### config.mk
export PLATFORM = sky130hd
export DESIGN_NAME = game_sequencer
export DESIGN_NICKNAME = d
export VERILOG_FILES = /design/src/rtl/game_sequencer.sv
export SDC_FILE = /design/constraint.sdc
export NUM_CORES = 1
export LEC_CHECK = 0
export ABC_CLOCK_PERIOD_IN_PS = 2400
export BUFFER_PORTS_ARGS = -buffer_cell sky130_fd_sc_hd__buf_2
export CORE_MARGIN = 1.5
export CORE_UTILIZATION = 45
export CTS_CLUSTER_DIAMETER = 40
export DETAILED_ROUTE_END_ITERATION = 16
export GPL_TIMING_DRIVEN = 1
export PLACE_DENSITY = 0.66
export SETUP_SLACK_MARGIN = 0.4
export SKIP_LAST_GASP = 1
export SYNTH_ARGS = -nofsm -noshare
export SYNTH_HDL_FRONTEND = slang
export SYNTH_SLANG_ARGS = --single-unit
### constraint.sdc
create_clock -name clk -period 2.4 [get_ports clk]
set_input_delay 0.36 -clock clk [delete_from_list [all_inputs] [get_ports clk]]
set_output_delay 0.36 -clock clk [all_outputs]
set_load 0.02 [all_outputs]
### src/rtl/game_sequencer.sv
// Match-level controller for the pong datapath: serve, rally, point and game-over
// sequencing with score keeping, ball gating, sound cues and a status LED.
module game_sequencer #(
  parameter logic [3:0] WINSCORE   = 4'd9,
  parameter int         SERVEDELAY = 64,
  parameter int         POINTDELAY = 32,
  parameter int         FLASHDIV   = 16
) (
  input  logic       clk,
  input  logic       rst_n,
  input  logic       frame_tick,
  input  logic       start,
  input  logic       miss_left,
  input  logic       miss_right,
  input  logic       hit,
  output logic       ball_enable,
  output logic       ball_load,
  output logic       serve_dir,
  output logic [3:0] score_a,
  output logic [3:0] score_b,
  output logic       beep_req,
  output logic [1:0] beep_tone,
  output logic       led,
  output logic [2:0] state
);

  typedef enum logic [2:0] {
    IDLE  = 3'd0,
    SERVE = 3'd1,
    RALLY = 3'd2,
    POINT = 3'd3,
    OVER  = 3'd4
  } state_t;

  localparam int MAXD_SP = (SERVEDELAY > POINTDELAY) ? SERVEDELAY : POINTDELAY;
  localparam int MAXD    = (MAXD_SP > FLASHDIV) ? MAXD_SP : FLASHDIV;
  localparam int CW      = $clog2(MAXD + 1);

  localparam logic [CW-1:0] SERVE_LAST = CW'(SERVEDELAY - 1);
  localparam logic [CW-1:0] POINT_LAST = CW'(POINTDELAY - 1);
  localparam logic [CW-1:0] FLASH_LAST = CW'(FLASHDIV - 1);

  localparam logic [1:0] TONE_HIT   = 2'd1;
  localparam logic [1:0] TONE_POINT = 2'd2;
  localparam logic [1:0] TONE_OVER  = 2'd3;

  state_t          cur_st, nxt_st;
  logic [CW-1:0]   cnt, cnt_n;
  logic [3:0]      score_a_n, score_b_n;
  logic            serve_dir_n, beep_req_n, led_n, enter;
  logic            ball_enable_n, ball_load_n;
  logic [1:0]      beep_tone_n;

  assign state = cur_st;

  always_ff @(posedge clk) begin
    if (!rst_n) begin
      cur_st      <= IDLE;
      cnt         <= '0;
      score_a     <= 4'd0;
      score_b     <= 4'd0;
      serve_dir   <= 1'b1;
      ball_enable <= 1'b0;
      ball_load   <= 1'b0;
      beep_req    <= 1'b0;
      beep_tone   <= 2'd0;
      led         <= 1'b0;
    end else begin
      cur_st      <= nxt_st;
      cnt         <= cnt_n;
      score_a     <= score_a_n;
      score_b     <= score_b_n;
      serve_dir   <= serve_dir_n;
      ball_enable <= ball_enable_n;
      ball_load   <= ball_load_n;
      beep_req    <= beep_req_n;
      beep_tone   <= beep_tone_n;
      led         <= led_n;
    end
  end

  always_comb begin
    nxt_st      = cur_st;
    cnt_n       = cnt;
    score_a_n   = score_a;
    score_b_n   = score_b;
    serve_dir_n = serve_dir;
    beep_req_n  = 1'b0;
    beep_tone_n = beep_tone;
    led_n       = led;
    enter       = 1'b0;

    if (start) begin
      score_a_n   = 4'd0;
      score_b_n   = 4'd0;
      serve_dir_n = 1'b1;
      nxt_st      = SERVE;
      enter       = 1'b1;
    end else begin
      case (cur_st)
        IDLE: begin
          if (frame_tick) begin
            if (cnt == FLASH_LAST) begin
              cnt_n = '0;
              led_n = ~led;
            end else begin
              cnt_n = cnt + 1'b1;
            end
          end
        end
        SERVE: begin
          if (frame_tick) begin
            if (cnt == SERVE_LAST) begin
              nxt_st = RALLY;
              enter  = 1'b1;
            end else begin
              cnt_n = cnt + 1'b1;
            end
          end
        end
        RALLY: begin
          // A double miss is a void rally: re-serve without scoring or a cue.
          if (miss_left && miss_right) begin
            nxt_st = SERVE;
            enter  = 1'b1;
          end else if (miss_left) begin
            if (score_b < WINSCORE) score_b_n = score_b + 4'd1;
            serve_dir_n = 1'b0;
            beep_req_n  = 1'b1;
            beep_tone_n = TONE_POINT;
            nxt_st      = POINT;
            enter       = 1'b1;
          end else if (miss_right) begin
            if (score_a < WINSCORE) score_a_n = score_a + 4'd1;
            serve_dir_n = 1'b1;
            beep_req_n  = 1'b1;
            beep_tone_n = TONE_POINT;
            nxt_st      = POINT;
            enter       = 1'b1;
          end else if (hit) begin
            beep_req_n  = 1'b1;
            beep_tone_n = TONE_HIT;
          end
        end
        POINT: begin
          if (frame_tick) begin
            if (cnt == POINT_LAST) begin
              enter = 1'b1;
              if (score_a == WINSCORE || score_b == WINSCORE) begin
                nxt_st      = OVER;
                beep_req_n  = 1'b1;
                beep_tone_n = TONE_OVER;
              end else begin
                nxt_st = SERVE;
              end
            end else begin
              cnt_n = cnt + 1'b1;
            end
          end
        end
        OVER: begin
          nxt_st = OVER;
        end
        default: begin
          nxt_st = IDLE;
          enter  = 1'b1;
        end
      endcase
    end

    // The entry cycle's frame_tick is swallowed by clearing here.
    if (enter) cnt_n = '0;
    if (nxt_st != IDLE) led_n = 1'b1;
    ball_load_n   = enter && (nxt_st == SERVE);
    ball_enable_n = (nxt_st == RALLY);
  end

endmodule

# == Word level (Yosys, flattened, before mapping) ==
# Cells that the tools add are included.
# word_totals
register_bits,25
input_bits,7
output_inout_bits,18
# classes
addsub,3
order_cmp,2
eq_ne,21
mux,49
bitwise,5
n_reduce_logical,20
# ops
op,count
$mux 7,6
$mux 3,9
$mux 1,22
$pmux 7 s3,1
$ne 2x2->1 const B,8
$pmux 3 s5,1
$mux 2,7
$reduce_and 7->1,2
$reduce_bool 2->1,5
$eq 3x2->1 const B,3
$add 4x1->4 const B,2
$eq 4x4->1 const B,2
$lt 4x4->1 const B,2
$reduce_and 4->1,2
$add 7x1->7 const B,1
$eq 7x4->1 const B,1
$eq 7x5->1 const B,1
$eq 7x6->1 const B,1
$eq 3x1->1 const B,2
$reduce_bool 3->1,2
$reduce_or 2->1,3
$not 1->1,5
$reduce_and 5->1,1
$ne 4x4->1 const B,1
9 further kinds,10

# == Logic depth before layout (Yosys ltp) ==
# logic_depth
word_depth,10
ltp_mapped,7

# == Least setup slack after synthesis ==
# No wires, ideal clock.
# synth_timing
kind,reg-to-reg
start,register cnt[0]
end,register led
setup_time_ns,0.120
arrival_ns,1.963
t_required_ns,2.280
setup_slack_ns,0.317
stages_incl_launch_ff,7
synth_period_minus_slack_ns,2.083
cell_sequence,dfxtp_1 > ha_1 > nand3_2 > or4_4 > or4_4 > xnor2_2 > o31a_1
# synth_via
elab_chain_cells,8
word_cells_on_any_way,16
# synth_lines
item,line,rtl
from (decl),48,"logic [CW-1:0] cnt, cnt_n;"
from (signal assigned),70,cnt <= cnt_n;
$eq 7x5->1 / $eq 7x6->1 (equally long branches),"147, 113",
$mux 3 (on tied branches),"147, 113",
$mux 3 (on tied branches),"146, 112",
$pmux 3 s5,100,case (cur_st)
$mux 3,93,if (start) begin
$reduce_bool 3->1,173,if (nxt_st != IDLE) led_n = 1'b1;
$ne 2x1->1 (no source line) / $reduce_bool 2->1 (equally long branches),n/a,
$reduce_and 4->1 (no source line),n/a,
to (signal assigned),78,led <= led_n;
to (decl),23,"output logic led,"
# Several ways; a longest one is shown, not always the timed one.
# A chain may end at the register's enable or synchronous reset.

# == Worst setup path after layout ==
# Ends and elaborated chain as after synthesis.

==> results.tsv <==
metric	value	unit
avgSynthCellArea	9.27	um2
synthMuxAreaShare	1.35	%
outcome	completed	
routed_wl	3210	um
path_cells	ha_4 -> nand3_4 -> or4_4 -> or4_4 -> xnor2_2 -> o31a_1	
ys_ff_latch	25	
final_common_cell	buf_2	
ant_nets	0	
top_level_ports	25	
synth_cell_types	49	
placed_cells	225	
postCtsHoldBufs	0	
total_power	682	uW
yosys.area_share.simple	24.4	%
die_h	60.4	um
min_period_over_period	84.6	%
cp-start-kind	flop	
seqPwrFrac	62.4	%
clock-sinks	25	
die-area	3650	um2
globalRouteOverflowTotal	0	
diodes	0	
syn_area	1480	um2
htreeDepth	1	
async_flop_share	0	%
grt_usage	19.3	%
r2r_start	cnt[0]	
hold_path_depth	2	
gp_congestion	0.835	
die_w	60.4	um
synthAdderAreaFrac	9.28	%
crit_arrival	2.25	ns
end_kind	flop	
seq_area_frac_synth	33.8	%
synth_cells	160	
path_class	reg2reg	
pwr-share-clk	27.5	%
maxSlewViolCount	0	
start_util	47.8	%
core_area	3100	um2
p_per_area	396	nW/um2
slowest_stage	or4_4	
synth_flop_cell	dfxtp_1	
clk_path_buf_depth	2	
fillers	340	
post-route-min-period	2.03	ns
wl_per_cell	13.9	um
yosysWarnings	0	
rows	20	
layout-drive-gt1-share	29.9	%
port_buffers	24	
rr_worst_depth	6	
cts_tree	yes	
power_frac_comb	10.0	%
grt_antenna_before_repair	0	
root_buffer	clkbuf_4	
cts_buffers	3	
clk_pin_slew	0.13	ns
synth_xor_area_share	6.41	%
reg2reg_slack	0.37	ns
grt_start_max_net_pins	15	
grt_pass1_wl	5400	um
dr.first_iter.drc_count	44	
max_freq	492	MHz
worst_path_largest_cell_delay	0.44	ns
final_cells	231	
synth_top_family_by_area	simple AND/OR/NAND/NOR gates	
peakVddDrop	0.312	mV
dp_hpwl	2370	um
leakage	0.000689	uW
finalSetupTns	0	ns
synth_compound_area_share	18.4	%
syn_to_final_growth	16.1	%
p_int	511	uW
skew	0.00487	ns
via_per_inst	5.51	
multiInputGateArea	940	um2
dr.pass1.iters	4	
maxCapViolCount	0	
worstHoldStart	rst_n	
tightest_slew	0.539	ns
syn-num-nets	178	
finalInstanceArea	1720	um2
setup_viol	0	
p_sw	171	uW
maxSlewHeadroom	63.8	%
clock_latency	0.31	ns
rr_endpoint	led	
mostFrequentLayoutCells	buf_2, nor2_1, dfxtp_1	
swShare	25.1	%
cp.required	2.62	ns
hold_path.class	in2reg	
dpl-instance-area	1630	um2
grt_pass1_vias	1182	
hold_path_end	led	
nets	206	
hold_viol	0	
synth_edf_count	0	
critPathMaxFanout	4	
seqCellArea	509	um2
fin_util	55.5	%
cp_common_cell	or4_4	
routed-via-count	1273	
rsz0062_at_grt	true	
drc	0	
-- flip-flops by register name, indices dropped and copies added, names as in the netlist --
| register | flops |
|---|---|
| serve_dir | 1 |
| state | 3 |
| cnt | 7 |
| beep_req | 1 |
| ball_load | 1 |
| beep_tone | 2 |
| led | 1 |
| ball_enable | 1 |
| score_a | 4 |
| score_b | 4 |
-- metal layers --
metal | vias up | wire length (um) | global-route usage, %
met3 | 4 | 113 | 3.84
met4 | 0 | 20 | 2.86
li1 | 630 | - | -
met1 | 614 | 1550 | 26.5
met2 | 25 | 1530 | 32.1
met5 | - | 0 | 0
-- Yosys cell counts (3+ instances only) --
cell type | instances | area share (%)
o21a_1 | 3 | 1.5
nand2_1 | 10 | 2.5
nor2_1 | 20 | 5.1
ha_1 | 11 | 9.3
a311oi_1 | 3 | 1.8
inv_1 | 11 | 2.8
a21oi_1 | 8 | 2.7
xor2_1 | 7 | 4.1
nand2b_1 | 3 | 1.3
o21ai_0 | 3 | 1.0
nand3_1 | 3 | 1.0
nor4bb_1 | 3 | 2.0
dfxtp_1 | 25 | 34
or3_1 | 3 | 1.3
-- logic make-up after synthesis --
kind of cell             count (synthesis)
AO/OA/AOI/OAI                           32
AND/OR/NAND/NOR                         64
buffers and inverters                   16
adder cells (fa/ha/maj)                 11
XOR/XNOR                                10
multiplexers                             2
flip-flops                              25
-- worst max-delay path by stage --
stage	slack (ns)	to	from	cells after the start
5_1_grt	0.30	led	cnt[0]	6
4_1_cts	0.37	led	cnt[0]	6
2_1_floorplan	0.35	led	cnt[1]	6
3_3_place_gp	0.31	led	cnt[1]	6
3_5_place_dp	0.27	led	cnt[0]	6
6_report	0.37	led	cnt[0]	6
-- cell type report --
class,instances,share of cell area (%)
multi-input cells,119,54.6
repair buffers,28,8.72
well taps,44,3.20
flip-flops and latches,25,29.6
inverters,11,2.40
clock buffers,4,1.53
-- critical path: cells and delay by family (launching register included) --
family	cells	cell delay, ns
AND/OR/NAND/NOR	3	0.97
flip-flops	1	0.39
AO/OA/AOI/OAI	1	0.29
adder cells (fa/ha/maj)	1	0.15
XOR/XNOR	1	0.14
-- power by group through the flow --
stage / logic, uW / clock network, uW / registers (uW)
6_report: 68.4 / 188 / 426
4_1_cts: 66.7 / 196 / 425
3_3_place_gp: 64.2 / 0 / 436
2_1_floorplan: 40.4 / 0 / 437
5_1_grt: 75.6 / 213 / 427
3_5_place_dp: 65.3 / 0 / 436
-- repair_timing --
action                                  in CTS  in global routing
endpoints found under the setup margin       4                 10
gates resized for setup                      3                  7
pin swaps                                    2                  2
setup buffers                                2                  0
-- per-stage QoR --
| stage | hold WS, ns | setup slack, ns |
|---|---|---|
| floorplan | 0.487 | 0.347 |
| global placement | 0.446 | 0.314 |
| detailed placement | 0.461 | 0.273 |
| CTS | 0.323 | 0.371 |
| global route | 0.329 | 0.303 |
| finish | 0.336 | 0.369 |
(Power assumes the default switching activity.)
